**config.mk**
```make
export PLATFORM = sky130hd
export DESIGN_NAME = sdft_frame_scheduler
export DESIGN_NICKNAME = d
export VERILOG_FILES = /design/src/rtl/sdft_pkg.sv /design/src/rtl/sdft_abs_sum.sv /design/src/rtl/sdft_frame_scheduler.sv
export SDC_FILE = /design/constraint.sdc
export NUM_CORES = 1
export LEC_CHECK = 0
export BUFFER_PORTS_ARGS = -buffer_cell sky130_fd_sc_hd__buf_2
export CORE_AREA = 2 2 93 104
export DETAILED_ROUTE_END_ITERATION = 10
export DIE_AREA = 0 0 95 106
export HOLD_SLACK_MARGIN = 0.08
export PLACE_DENSITY = 0.73
export SYNTH_ARGS = -nofsm -noshare
export SYNTH_HDL_FRONTEND = slang
export SYNTH_SLANG_ARGS = --single-unit
```
**constraint.sdc**
```tcl
create_clock -name clk -period 1.89 [get_ports clk]
set_clock_uncertainty 0.15 [all_clocks]
set_input_delay 0 -clock clk [delete_from_list [all_inputs] [get_ports clk]]
set_output_delay 0 -clock clk [all_outputs]
set_load 0.005 [all_outputs]
```
**src/rtl/sdft_pkg.sv**
```systemverilog
// Shared types and sizing helpers for the sliding-DFT scheduling blocks.
package sdft_pkg;

   // Scheduler phases: forward samples, let the core settle, then scan every bin.
   typedef enum logic [2:0] {
      ST_RUN    = 3'd0,
      ST_SETTLE = 3'd1,
      ST_ADDR   = 3'd2,
      ST_WAIT   = 3'd3,
      ST_CALC   = 3'd4,
      ST_OUT    = 3'd5,
      ST_DRAIN  = 3'd6
   } sched_state_t;

   // Ceiling log2; returns 0 for values of 0 or 1.
   function automatic int clog2(input int value);
      int w;
      w = 0;
      while ((1 << w) < value) begin
         w = w + 1;
      end
      return w;
   endfunction

   // |re|+|im| of two signed operands needs one extra bit beyond the operand width.
   function automatic int mag_width(input int bin_width);
      return bin_width + 1;
   endfunction

   localparam int FREQ_BINS_DEFAULT  = 16;
   localparam int ADDR_WIDTH_DEFAULT = clog2(FREQ_BINS_DEFAULT);

endpackage

```
**src/rtl/sdft_abs_sum.sv**
```systemverilog
// Combinational |a|+|b| for two signed operands; the result is unsigned and
// one bit wider, so abs of the most negative value never wraps.
module sdft_abs_sum
   import sdft_pkg::*;
#(
   parameter int WIDTH = 16
) (
   input  logic signed [WIDTH-1:0]          a,
   input  logic signed [WIDTH-1:0]          b,
   output logic [mag_width(WIDTH)-1:0]      sum
);

   logic [WIDTH:0] a_ext_s;
   logic [WIDTH:0] b_ext_s;
   logic [WIDTH:0] a_abs_s;
   logic [WIDTH:0] b_abs_s;

   // Sign-extend by one bit, negate negatives, then add the two magnitudes.
   always_comb begin
      a_ext_s = {a[WIDTH-1], a};
      b_ext_s = {b[WIDTH-1], b};
      a_abs_s = a[WIDTH-1] ? (~a_ext_s + {{WIDTH{1'b0}}, 1'b1}) : a_ext_s;
      b_abs_s = b[WIDTH-1] ? (~b_ext_s + {{WIDTH{1'b0}}, 1'b1}) : b_ext_s;
      sum     = a_abs_s + b_abs_s;
   end

endmodule

```
**src/rtl/sdft_frame_scheduler.sv**
```systemverilog
// Feeds samples to the sliding DFT core as update strobes and, after every
// FRAME_LEN samples, scans all bins and streams |re|+|im| over valid/ready.
// Samples arriving during a scan are parked in a one-entry hold buffer.
module sdft_frame_scheduler
   import sdft_pkg::*;
#(
   parameter int DATA_WIDTH = 8,
   parameter int FREQ_BINS  = 16,
   parameter int BIN_WIDTH  = 16,
   parameter int FRAME_LEN  = 16,
   parameter int READ_LAT   = 1
) (
   input  logic                               clk,
   input  logic                               reset,
   input  logic signed [DATA_WIDTH-1:0]       sample_in,
   input  logic                               sample_valid,
   output logic signed [DATA_WIDTH-1:0]       sdft_sample,
   output logic                               sdft_update,
   output logic [clog2(FREQ_BINS)-1:0]        bin_addr,
   input  logic signed [BIN_WIDTH-1:0]        bin_real,
   input  logic signed [BIN_WIDTH-1:0]        bin_imag,
   output logic [mag_width(BIN_WIDTH)-1:0]    mag_data,
   output logic [clog2(FREQ_BINS)-1:0]        mag_bin,
   output logic                               mag_last,
   output logic                               mag_valid,
   input  logic                               mag_ready,
   output logic                               busy,
   output logic                               overrun
);

   localparam int ADDR_W = clog2(FREQ_BINS);
   localparam int MAG_W  = mag_width(BIN_WIDTH);
   localparam int CNT_W  = clog2(FRAME_LEN + 1);

   localparam logic [CNT_W-1:0]  CNT_LAST = CNT_W'(FRAME_LEN - 1);
   localparam logic [ADDR_W-1:0] BIN_LAST = ADDR_W'(FREQ_BINS - 1);
   localparam logic [1:0]        LAT_LAST = 2'(READ_LAT - 1);

   sched_state_t                 state_r;
   logic [ADDR_W-1:0]            k_r;
   logic [CNT_W-1:0]             cnt_r;
   logic [1:0]                   lat_r;
   logic signed [DATA_WIDTH-1:0] hold_data_r;
   logic                         hold_full_r;

   logic                         fwd_s;
   logic signed [DATA_WIDTH-1:0] fwd_data_s;
   logic                         frame_done_s;
   logic [MAG_W-1:0]             mag_sum_s;

   sdft_abs_sum #(
      .WIDTH (BIN_WIDTH)
   ) u_abs_sum (
      .a   (bin_real),
      .b   (bin_imag),
      .sum (mag_sum_s)
   );

   // Pick what (if anything) goes to the core this cycle; a held sample always wins.
   always_comb begin
      fwd_s      = 1'b0;
      fwd_data_s = hold_data_r;
      case (state_r)
         ST_RUN: begin
            if (hold_full_r) begin
               fwd_s      = 1'b1;
               fwd_data_s = hold_data_r;
            end else if (sample_valid) begin
               fwd_s      = 1'b1;
               fwd_data_s = sample_in;
            end else begin
               fwd_s      = 1'b0;
               fwd_data_s = hold_data_r;
            end
         end
         ST_DRAIN: begin
            if (hold_full_r) begin
               fwd_s = 1'b1;
            end else begin
               fwd_s = 1'b0;
            end
         end
         default: begin
            fwd_s = 1'b0;
         end
      endcase
      frame_done_s = fwd_s && (cnt_r == CNT_LAST);
   end

   // Scheduler FSM: sample forwarding, frame counting, bin scan and magnitude output.
   always_ff @(posedge clk or posedge reset) begin
      if (reset) begin
         state_r     <= ST_RUN;
         k_r         <= '0;
         cnt_r       <= '0;
         lat_r       <= 2'd0;
         sdft_sample <= '0;
         sdft_update <= 1'b0;
         bin_addr    <= '0;
         mag_data    <= '0;
         mag_bin     <= '0;
         mag_last    <= 1'b0;
         mag_valid   <= 1'b0;
         busy        <= 1'b0;
      end else begin
         sdft_update <= fwd_s;
         if (fwd_s) begin
            sdft_sample <= fwd_data_s;
            cnt_r       <= frame_done_s ? '0 : cnt_r + CNT_W'(1);
         end
         case (state_r)
            ST_RUN: begin
               if (frame_done_s) begin
                  state_r <= ST_SETTLE;
                  busy    <= 1'b1;
               end
            end
            ST_SETTLE: begin
               k_r     <= '0;
               state_r <= ST_ADDR;
            end
            ST_ADDR: begin
               bin_addr <= k_r;
               lat_r    <= 2'd0;
               state_r  <= ST_WAIT;
            end
            ST_WAIT: begin
               if (lat_r == LAT_LAST) begin
                  state_r <= ST_CALC;
               end else begin
                  lat_r <= lat_r + 2'd1;
               end
            end
            ST_CALC: begin
               mag_data  <= mag_sum_s;
               mag_bin   <= k_r;
               mag_last  <= (k_r == BIN_LAST);
               mag_valid <= 1'b1;
               state_r   <= ST_OUT;
            end
            ST_OUT: begin
               if (mag_ready) begin
                  mag_valid <= 1'b0;
                  if (k_r == BIN_LAST) begin
                     k_r     <= '0;
                     state_r <= ST_DRAIN;
                  end else begin
                     k_r     <= k_r + ADDR_W'(1);
                     state_r <= ST_ADDR;
                  end
               end
            end
            ST_DRAIN: begin
               // A drained sample can itself complete a frame when FRAME_LEN is tiny.
               if (frame_done_s) begin
                  state_r <= ST_SETTLE;
               end else begin
                  state_r <= ST_RUN;
                  busy    <= 1'b0;
               end
            end
            default: begin
               state_r   <= ST_RUN;
               mag_valid <= 1'b0;
               busy      <= 1'b0;
            end
         endcase
      end
   end

   // Hold buffer: parks one sample during a scan, flags overrun on a second one.
   always_ff @(posedge clk or posedge reset) begin
      if (reset) begin
         hold_full_r <= 1'b0;
         hold_data_r <= '0;
         overrun     <= 1'b0;
      end else begin
         case (state_r)
            ST_RUN: begin
               // Held sample goes out now; a simultaneous new sample takes its place.
               if (hold_full_r) begin
                  hold_full_r <= sample_valid;
                  if (sample_valid) begin
                     hold_data_r <= sample_in;
                  end
               end
            end
            ST_DRAIN: begin
               // The slot is vacated this cycle, so a new arrival is never an overrun.
               hold_full_r <= sample_valid;
               if (sample_valid) begin
                  hold_data_r <= sample_in;
               end
            end
            default: begin
               if (sample_valid) begin
                  if (hold_full_r) begin
                     overrun <= 1'b1;
                  end else begin
                     hold_full_r <= 1'b1;
                     hold_data_r <= sample_in;
                  end
               end
            end
         endcase
      end
   end

endmodule

```
### After elaboration in Yosys (flattened, before gate mapping)

Cells that the tools add are included.

| storage, ports and cells | value |
|---|---|
| bits in registers | 61 |
| output and inout port bits | 38 |
| input port bits | 44 |

| operators by class | value |
|---|---|
| bitwise operators | 5 |
| equality and inequality tests | 15 |
| add/sub/neg operators | 6 |
| reductions and logical operators | 16 |
| mux-type cells | 33 |

Operators by type and width:

| kind | number |
|---|---|
| $mux 8 | 6 |
| $add 17x1->17 const B | 2 |
| $mux 17 | 2 |
| $not 17->17 | 2 |
| $pmux 3 s7 | 1 |
| $add 17x17->17 | 1 |
| $pmux 8 s2 | 1 |
| $mux 3 | 4 |
| $ne 2x2->1 const B | 6 |
| $reduce_and 3->1 | 4 |
| $reduce_or 5->1 | 2 |
| $eq 3x3->1 const B | 3 |
| $mux 1 | 9 |
| $mux 4 | 2 |
| $pmux 4 s2 | 1 |
| $eq 3x2->1 const B | 2 |
| $pmux 1 s3 | 2 |
| $reduce_and 2->1 | 3 |
| $add 5x1->5 const B | 1 |
| $eq 5x4->1 const B | 1 |
| $mux 5 | 1 |
| $add 4x1->4 const B | 1 |
| $eq 4x4->1 const B | 1 |
| $pmux 1 s2 | 2 |
| other kinds (12) | 15 |

### Depth between registers and ports, before layout

Gate-level depths: netlist of the first run.

| logic depth | value |
|---|---|
| word-level depth | 6 |
| depth in mapped cells | 13 |

### Hierarchy

Synthesis of the first run repeated with hierarchy kept, for this count alone.

| unflattened totals | value |
|---|---|
| cell total of the unflattened synthesis | 406 |
| area, all modules | 4065.1 um^2 |

Modules (own cells, without submodules):

| module | sequential area each (um^2) | instances | cells an instance | area an instance (um^2) |
|---|---|---|---|---|
| sdft_frame_scheduler | 1526.5 | 1 | 211 | 2701.3 |
| sdft_abs_sum | 0.0 | 1 | 195 | 1363.8 |

### Worst setup path after synthesis of the first run

No wires, ideal clock.

| timing path | value |
|---|---|
| kind | input port to flip-flop |
| from | input bin_imag[6] |
| to | register mag_data[15] |
| data arrival time | 2.604 ns |
| path buffers | 1 |
| slack | -0.979 ns |
| cell stages on the path | 11 |
| required time | 1.624 ns |
| setup time | 0.116 ns |
| path through | or4_1 -> or3_1 -> o31ai_1 -> xnor2_1 -> ha_1 -> clkbuf_1 -> o21a_1 -> o211ai_1 -> a31o_2 -> a311o_1 -> o311ai_0 |

| on the way | value |
|---|---|
| cells in the longest elaborated chain, start to end | 4 |

Ends and longest elaborated chain:

| what | RTL line | text |
|---|---|---|
| from (decl) | sdft_frame_scheduler.sv:21 | `input logic signed [BIN_WIDTH-1:0] bin_imag,` |
| $not 17->17 | sdft_abs_sum.sv:23 | `b_abs_s = b[WIDTH-1] ? (~b_ext_s + {{WIDTH{1'b0}}, 1'b1}) : b_ext_s;` |
| $add 17x1->17 | sdft_abs_sum.sv:23 |  |
| $mux 17 (*) | sdft_abs_sum.sv:23 |  |
| $add 17x17->17 (*) | sdft_abs_sum.sv:24 | `sum = a_abs_s + b_abs_s;` |
| to (signal assigned) | sdft_frame_scheduler.sv:135 | `mag_data <= mag_sum_s;` |
| to (decl) | sdft_frame_scheduler.sv:22 | `output logic [mag_width(BIN_WIDTH)-1:0] mag_data,` |

Every way passes the cells marked *; elsewhere a longest branch is shown, timed or not.
A chain may end at the register's enable or synchronous reset.

### Worst setup path in the final report of the first run

| timing path | value |
|---|---|
| from | input bin_imag[6] |
| to | register mag_data[12] |

Same word-level chain as after synthesis.

==> flow_summary.toml, run 1 <==
[run_status]
run_status = "finished with violations"
failed_checks = "setup timing"

[worst_hold_path]
hold_critical_path_endpoint = "mag_data[15]"
min_path_type = "in -> reg"
worst_hold_path.num_cells = 4
hold_path.startpoint = "bin_imag[14]"

[clock_network]
clk_latency_ps = 330
clock_sink_count = 61
cts_tree = "done"
cts-buffers-inserted = 9
clock_path_buffers = 2
h-tree-depth = 3
post_cts_clock_slew_at_the_launch_and_capture_registers_of_the_worst_setup_and_hold_paths_ps = 60
cts_root_cell = "sky130_fd_sc_hd__clkbuf_8"

[detailed_routing]
drt_drc_violations_left = 0
routed_wl_um = 10700
via_to_cell_ratio = 5.29
firstDrtPassIters = 4
vias = 3943
detail_route.wl_per_cell_um = 14.3
antenna_violating_nets_post_route = 0
drt_iter0_markers = 154

[final_layout]
layout-drive-gt1-share_pct = 43.5
fillCellCount = 720
finalInstanceArea_mm2 = 0.00599
area.sequential_mm2 = 0.00153
finish.net_count = 694
multi_input_comb_area_mm2 = 0.00270
layout-area-overhead-vs-synth_pct = 50.6
diodes_inserted = 0

[sta]
setup-violations-final = 11
grt_setup_unrepaired = "true"
report.final.slew_viol_count = 0
final.period_utilization_pct = 135
setup_slack_ps = -663
worstMarginPinSlew_ps = 616
min_period_ps = 2550
hold_viol = 0
finalHoldWorstSlack_ps = 120
achievable-frequency_mhz = 392
slew-limit-headroom_pct = 58.9

[place]
post_dp_cell_area_mm2 = 0.00534
gp_routability_congestion = 0.858
dp_hpwl_um = 7910
number_of_i_o_port_buffers = 81

[global_routing]
globalRouteTotalUtil_pct = 21.6
antenna_found_initial = 0
grt_start_max_net_pins = 37
grt_remaining_overflow = 0
first_global_vias = 3942
grt_first_pass_wirelength_um = 17600

[worst_setup_path]
required_ps = 1980
timing.critical_path.slowest_cell_delay_ps = 530
crit_path_start_kind = "input port"
crit_chain = "buf_6 -> or4_4 -> or3_4 -> o31ai_4 -> xnor2_1 -> ha_2 -> buf_12 -> buf_6 -> nand4_1 -> a21oi_1 -> o21a_2 -> o21a_1 -> o31ai_1"
r2r.worst_path.cells = 4
crit-reg2reg-capture = "hold_data_r[0]"
crit_slowest_cell = "sky130_fd_sc_hd__or4_4"
worstSetupPathType = "in -> reg"
timing.rr.start = "state_r[1]"
cp.buffers_inverters = 3
critPathTopFamily = "simple AND/OR/NAND/NOR gates"
timing.critical_path.mode_cell = "sky130_fd_sc_hd__buf_6"
path_max_fanout = 4
r2r_setup_slack_ps = 110
cp.arrival_ps = 2640
crit_path_end_kind = "register"

[synth]
syn-num-nets = 505
yosys-mux-area-fraction_pct = 5.67
syn-cell-area_mm2 = 0.00397
xor_and_xnor_area_share_after_synthesis_pct = 7.27
synth_enable_flop_cells = 0
synth_simple_gate_area_share_pct = 17.1
synth_compound_gate_area_share_pct = 20.8
postSynthCellCount = 438
syn_avg_cell_area_um2 = 9.07
post-synth-top-area-cell = "sky130_fd_sc_hd__dfrtp_1"
yosys_warnings = 0
synth-adder-area-share_pct = 7.43
synth_cell_types = 55
synth_largest_type_area_fraction_pct = 38.4
synth_seq_area_share_pct = 38.4
main_combinational_cell_family_by_area_after_synthesis = "compound AO/OA/AOI/OAI gates"
ys_async_sr_fraction_pct = 100
yosys-top-cells-area = "sky130_fd_sc_hd__dfrtp_1 (38%), sky130_fd_sc_hd__ha_1 (6.9%), sky130_fd_sc_hd__xnor2_1 (6.0%), sky130_fd_sc_hd__nand2_1 (5.5%), sky130_fd_sc_hd__o21ai_0 (5.2%)"
postSynthRegisterBits = 61
ys.flop_type = "sky130_fd_sc_hd__dfrtp_1"

[power]
total_power_mw = 6.29
vdd_ir_drop_max_v = 0.000354
p_sw_mw = 2.39
powerDensity_mw_per_mm2 = 1050
pwr-share-clk_pct = 14.1
share_seq_of_total_power_pct = 33.8
power.share.combinational_pct = 52.2
swShare_pct = 38.0
internal-power_mw = 3.90
power.static_leakage_nw = 2.78

[run]
max-cap-violations = 0

[die]
dieWidth_um = 95
ios = 82
floorplan.core_area_mm2 = 0.00912
floorplan.initialDensity_pct = 43.6
std_cell_rows = 37
floorplan.die.height_um = 106
die_footprint_mm2 = 0.0101
==> Yosys cell counts, types with 5 or more instances <==
| library cell | instances |
|---|---|
| sky130_fd_sc_hd__xnor2_1 | 27 |
| sky130_fd_sc_hd__ha_1 | 22 |
| sky130_fd_sc_hd__nand3_1 | 10 |
| sky130_fd_sc_hd__nand2_1 | 58 |
| sky130_fd_sc_hd__xor2_1 | 6 |
| sky130_fd_sc_hd__nand4_1 | 5 |
| sky130_fd_sc_hd__nor2_1 | 21 |
| sky130_fd_sc_hd__a21oi_1 | 30 |
| sky130_fd_sc_hd__nor3_1 | 9 |
| sky130_fd_sc_hd__o21ai_0 | 41 |
| sky130_fd_sc_hd__mux2_2 | 12 |
| sky130_fd_sc_hd__nand2b_1 | 6 |
| sky130_fd_sc_hd__or4_1 | 6 |
| sky130_fd_sc_hd__o31ai_1 | 11 |
| sky130_fd_sc_hd__dfrtp_1 | 61 |
| sky130_fd_sc_hd__clkbuf_1 | 12 |
| sky130_fd_sc_hd__or3_1 | 5 |
| sky130_fd_sc_hd__inv_1 | 20 |
| sky130_fd_sc_hd__o211ai_1 | 6 |
| sky130_fd_sc_hd__o21a_1 | 7 |
| sky130_fd_sc_hd__mux2i_1 | 9 |
==> kinds of logic after synthesis <==
group,Yosys count
AO/OA/AOI/OAI,129
XOR/XNOR,33
adder cells (fa/ha/maj),23
buffers and inverters,34
flip-flops,61
multiplexers,21
AND/OR/NAND/NOR,137
==> layout by cell type, fill, tap and decap left out, drive strengths merged, types with 3 or more instances in the layout <==
cell and instances:
buf 180, dfrtp 61, nand2 58, o21ai 41
a21oi 30, xnor2 27, ha 22, nor2 21
inv 20, mux2 12, dlygate4sd3 12, clkbuf 12
o31ai 11, nand3 10, mux2i 9, nor3 9
o21a 7, o211ai 7, or4 7, xor2 6
nand2b 6, nand4 5, or3 5, nor2b 4
o41ai 4, a21o 3, a211oi 3, o311ai 3
==> repair_timing <==
action,4_1_cts,5_1_grt
hold endpoints to repair,80,0
pin swaps,25,25
buffers inserted,5,3
hold buffers,12,0
setup endpoints to repair,20,24
gates resized for setup,37,39
==> metrics by stage <==
stage	std cells	utilization [%]	TNS, ps	worst slack [ps]
detailed placement	713	58.6	-10350	-1100
floorplan	438	-	-6420	-814
global placement	713	58.6	-9600	-1000
finish	745	65.6	-5390	-663
global route	745	65.6	-6450	-786
CTS	742	63.5	-5020	-640
==> layout make-up <==
cell class                      instances  area share, %
Multi-Input combinational cell        343           45.1
Inverter                               20           1.59
Tap cell                              117           2.45
Clock buffer                           12           2.26
Timing Repair Buffer                  192           23.1
Sequential cell                        61           25.5
==> tightest hold or removal path: stages <==
cell,delay [ps]
sky130_fd_sc_hd__buf_2,100
sky130_fd_sc_hd__xnor2_1,120
sky130_fd_sc_hd__ha_1,210
sky130_fd_sc_hd__o311ai_1,120
==> how the worst max path moves through the flow <==
stage | cells past startpoint | to | slack, ps | start
final | 13 | mag_data[12] | -660 | bin_imag[6]
after detailed placement | 10 | mag_data[15] | -1100 | bin_imag[6]
after floorplan | 10 | mag_data[15] | -810 | bin_real[2]
after CTS | 11 | mag_data[15] | -640 | bin_real[2]
after global placement | 10 | mag_data[15] | -1000 | bin_real[1]
after global routing | 13 | mag_data[15] | -790 | bin_real[3]
==> power by group through the flow <==
stage | clock (mW) | sequential, mW | combinational [mW]
final | 0.887 | 2.12 | 3.28
after global routing | 0.977 | 2.20 | 3.64
after CTS | 0.921 | 2.11 | 3.12
after detailed placement | 0 | 2.13 | 2.98
after global placement | 0 | 2.10 | 2.87
after floorplan | 0 | 2.11 | 1.72
==> sequential cells by signal, summed over array words and instances (netlist names), 2 cells and up <==
signal / count
bin_addr: 4
hold_data_r: 8
mag_bin: 4
lat_r: 2
cnt_r: 5
state_r: 3
k_r: 4
sdft_sample: 8
mag_data: 17
==> metal layers <==
metal,vias to the layer above,share of wire (%),global-route usage [%]
met3,12,3.9,4.32
met5,-,0,0
li1,1967,-,-
met4,0,1.1,5.59
met1,1873,42,25.4
met2,91,53,39.4
Power figures use the tool's default switching activity.
==> run 2: changes to the inputs <==
--- a/config.mk
+++ b/config.mk
@@ -10,7 +10,7 @@
 export DETAILED_ROUTE_END_ITERATION = 10
 export DIE_AREA = 0 0 95 106
 export HOLD_SLACK_MARGIN = 0.08
-export PLACE_DENSITY = 0.73
+export PLACE_DENSITY = 0.7
 export SYNTH_ARGS = -nofsm -noshare
 export SYNTH_HDL_FRONTEND = slang
 export SYNTH_SLANG_ARGS = --single-unit
==> constraint.sdc (replaced) <==
create_clock -name clk -period 2.95 [get_ports clk]
set_clock_uncertainty 0.15 [all_clocks]
set_input_delay 0 -clock clk [delete_from_list [all_inputs] [get_ports clk]]
set_output_delay 0 -clock clk [all_outputs]
set_load 0.005 [all_outputs]
==> flow_summary.toml, run 2 (synthesis gave the netlist of run 1 again) <==
[global_routing]
grt_start_max_net_pins = 51
globalRouteTotalUtil_pct = 18.6
groute.layer.met3.usage_pct = 2.55
antenna_found_initial = 0
groute.layer.met1.usage_pct = 23.6
grt_first_pass_wirelength_um = 15000
grt_most_used_layer = "met2"
met2_grt_util_pct = 31.8
first_global_vias = 3372
grt_remaining_overflow = 0

[final_layout]
reg.largest.list = "mag_data x17, hold_data_r x8, sdft_sample x8"
largest_register_ffs = 17
layout.cells.most_common = "sky130_fd_sc_hd__buf_2"
diodes_inserted = 0
layout.core_utilization_pct = 55.2
layout-area-overhead-vs-synth_pct = 26.8
layout-drive-gt1-share_pct = 24.8
finish.net_count = 628
largest-register = "mag_data"
most-common-layout-cells = "sky130_fd_sc_hd__buf_2 (81), sky130_fd_sc_hd__dfrtp_1 (61), sky130_fd_sc_hd__nand2_1 (58)"

[worst_setup_path]
r2r_setup_slack_ps = 350
r2r.worst_path.cells = 5
crit_chain = "buf_2 -> or4_1 -> or3_1 -> o41ai_1 -> xnor2_1 -> ha_1 -> o211ai_1 -> a31o_2 -> a311o_1 -> o311ai_0"
crit_slowest_cell = "sky130_fd_sc_hd__or4_1"
crit_path_start_kind = "input port"
required_ps = 3020
crit-reg2reg-capture = "hold_data_r[7]"
timing.rr.start = "state_r[0]"
timing.critical_path.slowest_cell_delay_ps = 540
crit_path_end_kind = "register"
path_max_fanout = 6
cp.arrival_ps = 2790
worstSetupPathType = "in -> reg"

[clock_network]
clk_latency_ps = 330
clock_path_buffers = 2
h-tree-depth = 3
cts_tree = "done"
cts-buffers-inserted = 9
cts_root_cell = "sky130_fd_sc_hd__clkbuf_8"
post_cts_clock_slew_at_the_launch_and_capture_registers_of_the_worst_setup_and_hold_paths_ps = 60
clock_sink_count = 61

[detailed_routing]
drt_drc_violations_left = 0
routed_wl_um = 8890
firstDrtPassIters = 5
antenna_violating_nets_post_route = 0
detail_route.wl_per_cell_um = 13.0
drt_iter0_markers = 157
vias = 3593
via_to_cell_ratio = 5.27

[sta]
setup_slack_ps = 233
report.final.slew_viol_count = 0
finalHoldWorstSlack_ps = 136
min_period_ps = 2720
achievable-frequency_mhz = 368
grt_setup_unrepaired = "false"
setup-violations-final = 0
slew-limit-headroom_pct = 31.4
final.period_utilization_pct = 92.1
hold_viol = 0
worstMarginPinSlew_ps = 1030

[worst_hold_path]
min_path_type = "in -> reg"
hold_path.startpoint = "bin_imag[14]"
hold_critical_path_endpoint = "mag_data[15]"
worst_hold_path.num_cells = 4

[die]
std_cell_rows = 37
floorplan.initialDensity_pct = 43.6
floorplan.core_area_mm2 = 0.00912
floorplan.die.height_um = 106
dieWidth_um = 95
ios = 82
die_footprint_mm2 = 0.0101

[place]
number_of_i_o_port_buffers = 81
gp_routability_congestion = 0.856
placement.setup.worst_slack_ps = -97.5
dp_hpwl_um = 6870

[power]
total_power_mw = 3.72
vdd_ir_drop_max_v = 0.000235
power.static_leakage_nw = 2.34
powerDensity_mw_per_mm2 = 738

[run]
max-cap-violations = 0

[run_status]
run_status = "finished clean"
-- run 2: stage by stage --
step / cells / TNS, ps / area, µm²
2_1_floorplan: 438 / 0 / 3970
3_3_place_gp: 646 / -28.4 / 4660
3_5_place_dp: 646 / -136 / 4660
4_1_cts: 682 / 0 / 5030
5_1_grt: 682 / 0 / 5040
6_report: 682 / 0 / 5040
-- run 2: cell type report --
class	instances	area, µm²
Clock inverter	2	10.0
Timing Repair Buffer	126	796
Fill cell	854	4080
Inverter	20	75.1
Sequential cell	61	1530
Multi-Input combinational cell	343	2330
Clock buffer	13	149
Tap cell	117	146
-- run 2: critical path: cells and delay by family --
family	cells	cell delay (ps)
XOR/XNOR	1	120
AND/OR/NAND/NOR	2	930
adder cells (fa/ha/maj)	1	390
buffers and inverters	1	100
AO/OA/AOI/OAI	5	1240
-- run 2: worst max-delay path by stage --
stage / startpoint / end / slack (ps) / depth (start not counted)
after floorplan: bin_imag[6] / mag_data[15] / 80 / 11
after global placement: bin_real[2] / mag_data[15] / -30 / 11
after detailed placement: bin_imag[6] / mag_data[15] / -100 / 10
after CTS: bin_imag[6] / mag_data[15] / 250 / 10
after global routing: bin_imag[6] / mag_data[15] / 40 / 10
final: bin_imag[6] / mag_data[15] / 230 / 10
-- run 2: where the power goes --
part           total, mW  internal (mW)  leakage (nW)  switching [mW]
Clock              0.621          0.321        0.0833           0.300
Combinational       1.72          0.842          1.51           0.879
Sequential          1.37           1.16         0.742           0.213
Total               3.72           2.33          2.34            1.39
-- run 2: timing repair --
action / in CTS / in global routing
buffers inserted: 0 / 0
hold buffers: 21 / 0
endpoints found under the hold margin: 76 / 0
setup endpoints to repair: 0 / 1
gates resized for setup: 0 / 2
-- run 2: layer usage --
metal	vias to the layer above	part of all wire, %
met3	9	4.2
li1	1840	-
met2	78	49
met5	-	0
met4	0	1.4
met1	1666	46
